$ cat config.mk
export PLATFORM = sky130hd
export DESIGN_NAME = dram_arbiter
export DESIGN_NICKNAME = d
export VERILOG_FILES = /design/src/rtl/dram_arbiter_pkg.sv /design/src/rtl/dram_arbiter_sat_counter.sv /design/src/rtl/dram_arbiter.sv
export SDC_FILE = /design/constraint.sdc
export NUM_CORES = 1
export LEC_CHECK = 0
export CAP_MARGIN = 20
export CORE_AREA = 2 2 103 105
export DETAILED_ROUTE_END_ITERATION = 7
export DIE_AREA = 0 0 105 107
export PLACE_DENSITY = 0.71
export REMOVE_ABC_BUFFERS = 1
export SYNTH_ARGS = -nofsm -noshare
export SYNTH_HDL_FRONTEND = slang
export SYNTH_SLANG_ARGS = --single-unit
$ cat constraint.sdc
create_clock -name clk -period 2.5 [get_ports clk]
set_input_delay 0.5 -clock clk [delete_from_list [all_inputs] [get_ports clk]]
set_output_delay 0.5 -clock clk [all_outputs]
set_load 0.05 [all_outputs]
$ cat src/rtl/dram_arbiter_pkg.sv
// Shared types for the CPU/DMA DRAM port arbiter.
package dram_arb_pkg;

  typedef enum logic {
    ARB       = 1'b0,
    DMA_BURST = 1'b1
  } arb_state_e;

  typedef enum logic {
    OWN_CPU = 1'b0,
    OWN_DMA = 1'b1
  } arb_owner_e;

  localparam logic [3:0] WSTRB_READ = 4'b0000;

endpackage

$ cat src/rtl/dram_arbiter_sat_counter.sv
// Saturating up-counter. Clear wins over increment, and only at_max is exported.
module arb_sat_counter #(
  parameter  int unsigned MAX = 4,
  localparam int unsigned W   = $clog2(MAX + 2)
) (
  input  logic clk,
  input  logic rst_n,
  input  logic inc_i,
  input  logic clr_i,
  output logic at_max_o
);

  logic [W-1:0] cnt_q, cnt_d;

  assign at_max_o = (cnt_q == W'(MAX));

  always_comb begin
    cnt_d = cnt_q;
    if (clr_i) begin
      cnt_d = '0;
    end else if (inc_i && !at_max_o) begin
      cnt_d = cnt_q + W'(1);
    end
  end

  always_ff @(posedge clk) begin
    if (!rst_n) begin
      cnt_q <= '0;
    end else begin
      cnt_q <= cnt_d;
    end
  end

endmodule

$ cat src/rtl/dram_arbiter.sv
// Arbitrates one synchronous-read DRAM port between the CPU LSU and a DMA master,
// with CPU priority, a DMA starvation bound and an optional DMA burst lock.
module dram_arbiter
  import dram_arb_pkg::*;
#(
  parameter int unsigned ADDR_W     = 16,
  parameter int unsigned DATA_W     = 32,
  parameter int unsigned STARVE_MAX = 4,
  parameter int unsigned BURST_MAX  = 8
) (
  input  logic              clk,
  input  logic              rst_n,
  input  logic              cpu_req_valid,
  input  logic [3:0]        cpu_req_wstrb,
  input  logic [ADDR_W-1:0] cpu_req_addr,
  input  logic [DATA_W-1:0] cpu_req_wdata,
  output logic              cpu_req_ready,
  output logic              cpu_rsp_valid,
  output logic [DATA_W-1:0] cpu_rsp_rdata,
  input  logic              dma_req_valid,
  input  logic [3:0]        dma_req_wstrb,
  input  logic [ADDR_W-1:0] dma_req_addr,
  input  logic [DATA_W-1:0] dma_req_wdata,
  output logic              dma_req_ready,
  output logic              dma_rsp_valid,
  output logic [DATA_W-1:0] dma_rsp_rdata,
  input  logic              dma_req_lock,
  input  logic              dma_req_last,
  output logic [ADDR_W-1:0] dram_a,
  output logic [3:0]        dram_we,
  output logic [DATA_W-1:0] dram_din,
  input  logic [DATA_W-1:0] dram_spo,
  output arb_state_e        dbg_state_o
);

  // Handshake: a request transfers in the cycle where valid && ready are both
  // high; ready may be high with no request and never depends on dram_spo.

  arb_state_e state_q;
  arb_owner_e rsp_owner_q, rsp_owner_d;
  logic       rsp_pend_q, rsp_pend_d;

  logic forced, cpu_acc, dma_acc;
  logic burst_enter, burst_exit;
  logic starve_inc, starve_clr, starve_at_max;
  logic beat_inc, beat_clr, beat_at_max;

  always_comb begin
    forced        = (state_q == ARB) && dma_req_valid && starve_at_max;
    cpu_req_ready = rst_n && (state_q == ARB) && !forced;
    dma_req_ready = rst_n && ((state_q == DMA_BURST) || !cpu_req_valid || forced);
    cpu_acc       = cpu_req_valid && cpu_req_ready;
    dma_acc       = dma_req_valid && dma_req_ready;
    // beat_at_max in ARB only holds when a burst could never exceed one beat.
    burst_enter   = (state_q == ARB) && dma_acc && dma_req_lock && !dma_req_last
                    && !beat_at_max;
    burst_exit    = (state_q == DMA_BURST)
                    && (!dma_req_valid || (dma_acc && (dma_req_last || beat_at_max)));
    starve_inc    = dma_req_valid && !dma_req_ready;
    starve_clr    = !dma_req_valid || dma_acc || burst_exit;
    beat_inc      = burst_enter || ((state_q == DMA_BURST) && dma_acc && !burst_exit);
    beat_clr      = burst_exit;
  end

  arb_sat_counter #(.MAX(STARVE_MAX)) starve_cnt (
    .clk      (clk),
    .rst_n    (rst_n),
    .inc_i    (starve_inc),
    .clr_i    (starve_clr),
    .at_max_o (starve_at_max)
  );

  // Counts beats already taken; the beat accepted at BURST_MAX-1 closes the burst.
  arb_sat_counter #(.MAX(BURST_MAX - 1)) beat_cnt (
    .clk      (clk),
    .rst_n    (rst_n),
    .inc_i    (beat_inc),
    .clr_i    (beat_clr),
    .at_max_o (beat_at_max)
  );

  always_comb begin
    dram_a   = '0;
    dram_we  = '0;
    dram_din = '0;
    if (cpu_acc) begin
      dram_a   = cpu_req_addr;
      dram_we  = cpu_req_wstrb;
      dram_din = cpu_req_wdata;
    end else if (dma_acc) begin
      dram_a   = dma_req_addr;
      dram_we  = dma_req_wstrb;
      dram_din = dma_req_wdata;
    end
  end

  always_comb begin
    rsp_pend_d  = (cpu_acc && (cpu_req_wstrb == WSTRB_READ))
               || (dma_acc && (dma_req_wstrb == WSTRB_READ));
    rsp_owner_d = cpu_acc ? OWN_CPU : OWN_DMA;
  end

  always_ff @(posedge clk) begin
    if (!rst_n) begin
      state_q     <= ARB;
      rsp_pend_q  <= 1'b0;
      rsp_owner_q <= OWN_CPU;
    end else begin
      rsp_pend_q  <= rsp_pend_d;
      rsp_owner_q <= rsp_owner_d;
      if (burst_enter) begin
        state_q <= DMA_BURST;
      end else if (burst_exit) begin
        state_q <= ARB;
      end
    end
  end

  // Read data comes straight from the DRAM output register in the response cycle.
  always_comb begin
    cpu_rsp_valid = rst_n && rsp_pend_q && (rsp_owner_q == OWN_CPU);
    dma_rsp_valid = rst_n && rsp_pend_q && (rsp_owner_q == OWN_DMA);
    cpu_rsp_rdata = cpu_rsp_valid ? dram_spo : '0;
    dma_rsp_rdata = dma_rsp_valid ? dram_spo : '0;
  end

  assign dbg_state_o = state_q;

endmodule

Word-level counts from Yosys, hierarchy flattened
Index checks and enable logic that the tools add are counted.

Eq/ne operators: 2. Reductions and logical operators: 44. Mux-type cells: 11. Bitwise operators: 3. $add $sub $neg: 2.

Operators with widths (count): $mux 32 (4); $mux 16 (2); $logic_and 1x1->1 (23); $logic_not 1->1 (8); $logic_not 4->1 (2); $logic_or 1x1->1 (8); $mux 4 (2); $add 4x1->4 const B (1); $eq 4x3->1 const B (1); $reduce_or 2->1 (2); $add 3x1->3 const B (1); $eq 3x3->1 const B (1); $mux 1 (3); $not 1->1 (3); $reduce_bool 2->1 (1).

Input bits: 142. Register bits after elaboration: 10.

Longest topological paths before layout
Gate-level depths: netlist of the first run.

Depth after elaboration: 13. Depth in mapped cells: 8. Mapped depth without buffers: 6.

By module
Synthesis of the first run repeated with hierarchy kept, for this count alone.

Cells, all modules: 202. Area total of the unflattened synthesis: 1619.1 µm².

Modules (own cells, without submodules): dram_arbiter (area an instance 1221.2 µm², instances 1, cells each 161); arb_sat_counter (beat_cnt) (area an instance 210.2 µm², instances 1, cells each 23); arb_sat_counter (starve_cnt) (area an instance 187.7 µm², instances 1, cells each 18).

Worst setup path before layout of the first run
No wires, ideal clock.

Path kind: reg-to-output. Start: reg state_q, in the netlist dbg_state_o. End: out dram_a[0]. Cell stages (with the launch flop): 6. Arrival time: 2.073 ns. Setup slack: -0.073 ns. Path buffers: 2. Required time: 2.000 ns. Cells stage by stage: dfxtp_1 > nor2b_1 > clkbuf_1 > a21oi_1 > clkbuf_1 > a22o_1.

Word-level cells in the longest chain between the ends: 8. Elaborated cells on any way between the ends: 13. Classes of those cells: 2 x mux; 1 x bitwise; 10 x reduce/logical.

Ends and longest elaborated chain: start, declared (RTL line dram_arbiter.sv:39) `arb_state_e state_q;`; start signal, assigned (RTL line dram_arbiter.sv:105) `state_q <= ARB;`; start signal, assigned (RTL line dram_arbiter.sv:112) `state_q <= DMA_BURST;`; start signal, assigned (RTL line dram_arbiter.sv:114) `state_q <= ARB;`; $not 1->1 (RTL line dram_arbiter.sv:49, dram_arbiter.sv:50); $logic_and 1x1->1 (2 in a row) (RTL line dram_arbiter.sv:49) `forced = (state_q == ARB) && dma_req_valid && starve_at_max;`; $logic_or 1x1->1 (RTL line dram_arbiter.sv:51) `dma_req_ready = rst_n && ((state_q == DMA_BURST) || !cpu_req_valid || forced);`; $logic_and 1x1->1 (RTL line dram_arbiter.sv:51); $logic_and 1x1->1 (RTL line dram_arbiter.sv:53) `dma_acc = dma_req_valid && dma_req_ready;`; $mux 16 (RTL line dram_arbiter.sv:90) `end else if (dma_acc) begin`; $mux 16 (*) (RTL line dram_arbiter.sv:86) `if (cpu_acc) begin`; end, declared (RTL line dram_arbiter.sv:29) `output logic [ADDR_W-1:0] dram_a,`.

Mark *: on every way between the ends. The rest lies on a longest branch, timed or not.

Worst setup path after layout of the first run
Start: in cpu_req_valid. End: out dram_din[13].

Word-level cells in the longest chain between the ends: 7. Elaborated cells on any way between the ends: 8. Classes of those cells: 2 x mux; 6 x reduce/logical.

Ends and longest elaborated chain: start, declared (RTL line dram_arbiter.sv:13) `input logic cpu_req_valid,`; $logic_not 1->1 (RTL line dram_arbiter.sv:51); $logic_or 1x1->1 (2 in a row) (RTL line dram_arbiter.sv:51); $logic_and 1x1->1 (RTL line dram_arbiter.sv:51); $logic_and 1x1->1 (RTL line dram_arbiter.sv:53); $mux 32 (RTL line dram_arbiter.sv:90); $mux 32 (*) (RTL line dram_arbiter.sv:86); end, declared (RTL line dram_arbiter.sv:31) `output logic [DATA_W-1:0] dram_din,`.

Marked as above.

==> metrics.csv, run 1 <==
metric,value,unit
grt_antenna_before_repair,0,
hold_viol,0,
diodes,0,
finalWeightedCongestion,0.9050,
swShare,0.3682,
critPathCaptureType,primary output,
nNetsFinal,610,
crit_start,cpu_req_valid,
fillers,808,
cts_sinks,10,
yosysTopAreaCellShare,0.3133,
synth.most_common_cell,and2_1,
p_clk_frac,0.160,
multiInputGateArea,1415,sq um
viasPerCell,4.480,
synthTopCellsByArea,"a22o_1 (31%), and2_1 (28%), dfxtp_1 (14%)",
clkTransAtPathRegs,0.05,ns
worst_clock_skew,0.005087,ns
ys.flop_type,dfxtp_1,
p_seq_frac,0.127,
dp_cells,587,
synth-seq-area-share,0.1377,
grt_max_degree,49,
start_util,0.1441,
cts_hold_buf,0,
hold_class,flop to flop,
power.density,218.1,nW/um^2
critPathKind,input port to primary output,
period_minus_slack,2.460,ns
cp_max_fo,10,
grt_pass1_wl,14.29,mm
rsz0062_at_grt,no,
die_w,105,microns
stdcell_area,5993,sq um
power_frac_comb,0.713,
tightest_slew,0.4900,ns
postRouteAntennaNets,0,
arrival,1.96,ns
drcViolationCount,0,
switchingPower,0.0004813,W
cts_htree_levels,1,
core_area,10090,sq um
max-slew-margin-rel,0.6723,
power,0.001307,W
min_from,beat_cnt.cnt_q[3],
avgRoutedWirePerCell,18.56,microns
dp_hpwl,8.849,mm
yosysWarnings,0,
cts-buffers-inserted,3,
final_cells,600,
wirelength,11.13,mm
ios,263,
die_h,107,microns
gr-total-overflow,0,
cap_viol_max_count,0,
dr.first_iter.drc_count,70,
layout-drive-gt1-share,0.3815,
status,completed,
synth_cell_types,30,
grt_pass1_vias,2617,
synthCells,196,
reg2reg_from,beat_cnt.cnt_q[0],
internal-power,0.0008256,W
die-area,11240,sq um
port_buffers,262,
setup_viol,0,
cp.required,2.00,ns
grt_use_total,0.1614,
vias,2688,
syn_avg_cell_area,7.418,sq um
seq_area,201.4,sq um
synthesis.area,1454,sq um
fmax,406.4,MHz
dr.pass1.iters,4,
synthTopCellsByCount,"and2_1 (64), a22o_1 (52), clkbuf_1 (14)",
maxSlewViolCount,0,
row_count,37,
hold_slack,0.5022,ns
dpl-instance-area,5508,sq um
insertion_delay,0.24,ns
leakage,2.476,nW
synth.largest_area_cell,a22o_1,
clk_root_buffer_cell,clkbuf_8,
syn2layout_area_growth,312.2,%
cts_tree,built,
synth-seq-cells,10,
ir_drop,0.1399,mV
clockBufferDepth,2,
start_kind,input port,
synth_edf_count,0,
post-route-util,0.5939,
post-route-period-util,0.9841,
synthArstFlopShare,0,
## layer usage
metal	global-route usage	routed length [microns]	vias to the layer above
met5	0	0	-
met3	0.05046	1128	19
met4	0.03524	256	0
met1	0.1525	3595	1222
met2	0.3344	6153	197
li1	-	-	1250
## state kept, by name (all words and copies together) (netlist names)
signal,flops
rsp_pend_q,1
rsp_owner_q,1
dbg_state_o,1
beat_cnt.cnt_q,4
starve_cnt.cnt_q,3
## cell type report
type	instances	area share
flip-flops and latches	10	0.03361
clock buffers	4	0.009186
repair buffers	282	0.6902
well taps	136	0.02839
inverters	4	0.002505
multi-input cells	164	0.2361
## cell usage in the layout (no fill, tap or decap), types with 3 or more instances in the layout
master | Yosys | layout
a22o_4 | 0 | 25
clkbuf_16 | 0 | 4
buf_12 | 0 | 123
clkdlybuf4s50_1 | 0 | 140
a21oi_1 | 7 | 6
nand3_1 | 4 | 3
nor2_1 | 5 | 5
and2_1 | 64 | 64
buf_6 | 0 | 4
ha_1 | 3 | 3
inv_1 | 4 | 4
clkbuf_8 | 0 | 4
a22o_1 | 52 | 27
o21ai_0 | 3 | 3
buf_4 | 0 | 6
dfxtp_1 | 10 | 9
nand2_1 | 5 | 4
## power groups by stage
stage | clock, W | sequential, W | combinational (W)
6_report | 0.000209 | 0.000166 | 0.000932
5_1_grt | 0.000215 | 0.000166 | 0.000961
4_1_cts | 0.000210 | 0.000165 | 0.000851
3_5_place_dp | 0 | 0.000168 | 0.000845
3_3_place_gp | 0 | 0.000168 | 0.000839
2_1_floorplan | 0 | 0.000169 | 0.000301
## stage by stage
stage | TNS, ns | setup WS (ns)
after floorplan | -92.87 | -1.521
after global placement | -0.08446 | -0.02471
after detailed placement | -0.08680 | -0.02344
after CTS | 0 | 0.002553
after global routing | 0 | 0.01839
final | 0 | 0.03966
## critical path, cell delays in order
cell and delay [ns]:
clkdlybuf4s50_1 0.49, nor2b_4 0.18, a21oi_4 0.07, buf_12 0.15
clkbuf_16 0.17, a22o_4 0.23, buf_12 0.14
## cells by family (layout without fill, tap and decap cells)
| group | count (synthesis) | count (layout) | synth area share |
|---|---|---|---|
| xor+xnor | 2 | 2 | 0.01205 |
| mux | 1 | 1 | 0.006885 |
| fa+ha+maj | 3 | 3 | 0.02582 |
| simple gates | 91 | 91 | 0.3795 |
| buf+inv | 22 | 290 | 0.06024 |
| flops | 10 | 10 | 0.1377 |
| compound gates | 67 | 67 | 0.3778 |
## worst paths after layout
kind | to | slack [ns] | depth (start not counted)
worst min-delay path | beat_cnt.cnt_q[3] | 0.50 | 2
worst max-delay path | dram_din[13] | 0.04 | 7
worst min register to register | beat_cnt.cnt_q[3] | 0.50 | 2
worst max register to register | beat_cnt.cnt_q[3] | 0.65 | 5
## what timing repair did
item / CTS / global route
gates cloned: 0 / 8
pin swaps: 1 / 2
endpoints found under the setup margin: 9 / 66
buffers inserted: 0 / 1
resized for setup: 2 / 36
Power figures use the tool's default switching activity.
==> inputs of run 2 (changes only) <==
CAP_MARGIN = not set   (was 20)
CTS_BUF_LIST = sky130_fd_sc_hd__clkbuf_4   (was not set)
CTS_CLUSTER_SIZE = 12   (was not set)
==> metrics.csv, run 2 (synthesis gave the netlist of run 1 again) <==
metric,value,unit,change
status,completed,,
switchingPower,0.0004695,W,-2.4%
leakage,2.466,nW,-0.38%
critPathCaptureType,primary output,,
grt_use_total,0.1610,,-0.0003849
layout_common_cells,"clkdlybuf4s50_1 (140), buf_12 (123), and2_1 (64)",,
die_h,107,microns,unchanged
ir_drop,0.1288,mV,-7.9%
critPathKind,input port to primary output,,
dp_hpwl,8.849,mm,unchanged
maxSlewViolCount,0,,unchanged
stdcell_area,5969,sq um,-0.40%
drcViolationCount,0,,unchanged
cp.required,2.00,ns,about the same
port_buffers,262,,unchanged
rr_worst_depth,5,,unchanged
reg2reg_to,beat_cnt.cnt_q[3],,
holdPathStages,2,,unchanged
cts_htree_levels,1,,unchanged
fmax,404.8,MHz,-0.41%
post-route-period-util,0.9882,,+0.004082
hold_class,flop to flop,,
whs_endpoint,beat_cnt.cnt_q[3],,
die_w,105,microns,unchanged
cap_viol_max_count,0,,unchanged
row_count,37,,unchanged
max-slew-margin-rel,0.6723,,about the same
period_minus_slack,2.471,ns,+0.01021 ns
dr.pass1.iters,7,,+3
die-area,11240,sq um,unchanged
crit_path_max_incr_delay,0.50,ns,about the same
clk_root_buffer_cell,clkbuf_4,,
dr.first_iter.drc_count,81,,+16%
swShare,0.3868,,+0.01854
power_frac_comb,0.769,,+0.056
reg_top3,"beat_cnt.cnt_q x4, starve_cnt.cnt_q x3",,
dpl-instance-area,5508,sq um,unchanged
post-route-util,0.5915,,-0.002356
timing.final.ws_setup,0.02946,ns,-0.01021 ns
min_from,beat_cnt.cnt_q[3],,
core_area,10090,sq um,unchanged
grt_pass1_vias,2607,,-0.38%
nNetsFinal,610,,unchanged
crit_family,buffers and inverters,,
power.density,203.4,nW/um^2,-6.7%
hold_viol,0,,unchanged
grt_pass1_wl,14.26,mm,-0.19%
start_kind,input port,,
cts-buffers-inserted,3,,unchanged
tightest_slew,0.4901,ns,+0.00003397 ns
syn2layout_area_growth,310.6,%,
p_seq_frac,0.136,,+0.009
diodes,0,,unchanged
clkTransAtPathRegs,0.07,ns,+0.02 ns
worst_clock_skew,0.002776,ns,-0.002311 ns
vias,2687,,-0.037%
dp_cells,587,,unchanged
gr-total-overflow,0,,unchanged
postRouteAntennaNets,0,,unchanged
reg2reg_from,beat_cnt.cnt_q[0],,
critPathBufInv,4,,unchanged
layout_commonest_cell,clkdlybuf4s50_1,,
ios,263,,unchanged
grt_max_degree,49,,unchanged
internal-power,0.0007444,W,-9.8%
finalWeightedCongestion,0.9050,,unchanged
clockBufferDepth,2,,unchanged
p_clk_frac,0.095,,-0.065
viasPerCell,4.478,,about the same
cts_sinks,10,,unchanged
final_cells,600,,unchanged
regMostFlops,beat_cnt.cnt_q,,
crit_slowest_cell,clkdlybuf4s50_1,,
setup_viol,0,,unchanged
avgRoutedWirePerCell,18.56,microns,about the same
hold_slack,0.5079,ns,+0.005700 ns
fillers,806,,-0.25%
grt_antenna_before_repair,0,,unchanged
insertion_delay,0.27,ns,+0.03 ns
place_ws,-0.02344,ns,unchanged
arrival,1.97,ns,about the same
cp_cell_sequence,clkdlybuf4s50_1 > nor2b_4 > a21oi_4 > buf_12 > clkbuf_16 > a22o_4 > buf_12,,
r2r_setup_slack,0.65,ns,about the same
largest_reg_flops,4,,unchanged
cp_max_fo,10,,unchanged
start_util,0.1441,,unchanged
wirelength,11.14,mm,about the same
cp_common_cell,buf_12,,
cts_tree,built,,
layout-drive-gt1-share,0.3815,,unchanged
## run 2: routing by layer
metal | global-route usage | vias to the layer above | wire (microns)
met5 | 0 | - | 0
met4 | 0.03714 | 0 | 217
met3 | 0.04985 | 19 | 1132
met2 | 0.3316 | 204 | 6153
met1 | 0.1533 | 1213 | 3635
li1 | - | 1251 | -
## run 2: worst min-delay path, delay by kind of cell (launching register included)
kind / cells / cell delay, ns
AO/OA/AOI/OAI: 2 / 0.13
flip-flops: 1 / 0.33
## run 2: cell type report
class / count / area [sq um] / share of cell area
repair buffers: 282 / 4133 / 0.6923
multi-input cells: 164 / 1424 / 0.2385
flip-flops and latches: 10 / 201.4 / 0.03375
well taps: 136 / 170.2 / 0.02851
clock buffers: 3 / 22.52 / 0.003773
inverters: 4 / 15.01 / 0.002515
clock inverters: 1 / 3.754 / 0.0006288
## run 2: how the worst max path moves through the flow
stage	startpoint	endpoint	slack, ns	cells after the start
finish	cpu_req_valid	dram_din[0]	0.03	7
global route	starve_cnt.cnt_q[0]	dram_din[19]	-0.005	7
CTS	dma_req_valid	dram_a[13]	0.003	6
detailed placement	dma_req_valid	dram_din[17]	-0.02	6
global placement	dma_req_valid	dram_a[11]	-0.02	6
floorplan	dbg_state_o	dram_a[0]	-1.52	3
## run 2: stage by stage
step                       TNS [ns]  total power (W)
after floorplan              -92.87        0.0004696
after global routing      -0.005366         0.001252
after detailed placement   -0.08680         0.001014
after global placement     -0.08446         0.001007
after CTS                         0         0.001132
final                             0         0.001214
## run 2: power groups by stage
stage,Sequential (W),Clock [W],Combinational (W)
global route,0.000165,0.000124,0.000963
finish,0.000165,0.000115,0.000934
CTS,0.000165,0.000116,0.000851
global placement,0.000168,0,0.000839
detailed placement,0.000168,0,0.000845
floorplan,0.000169,0,0.000301
## run 2: repair_timing
item                                    CTS  global route
hold buffers                              0             0
gates cloned                              0             8
endpoints found under the setup margin    9            66
pin swaps                                 1             1
buffers inserted                          0             1
resized for setup                         2            36
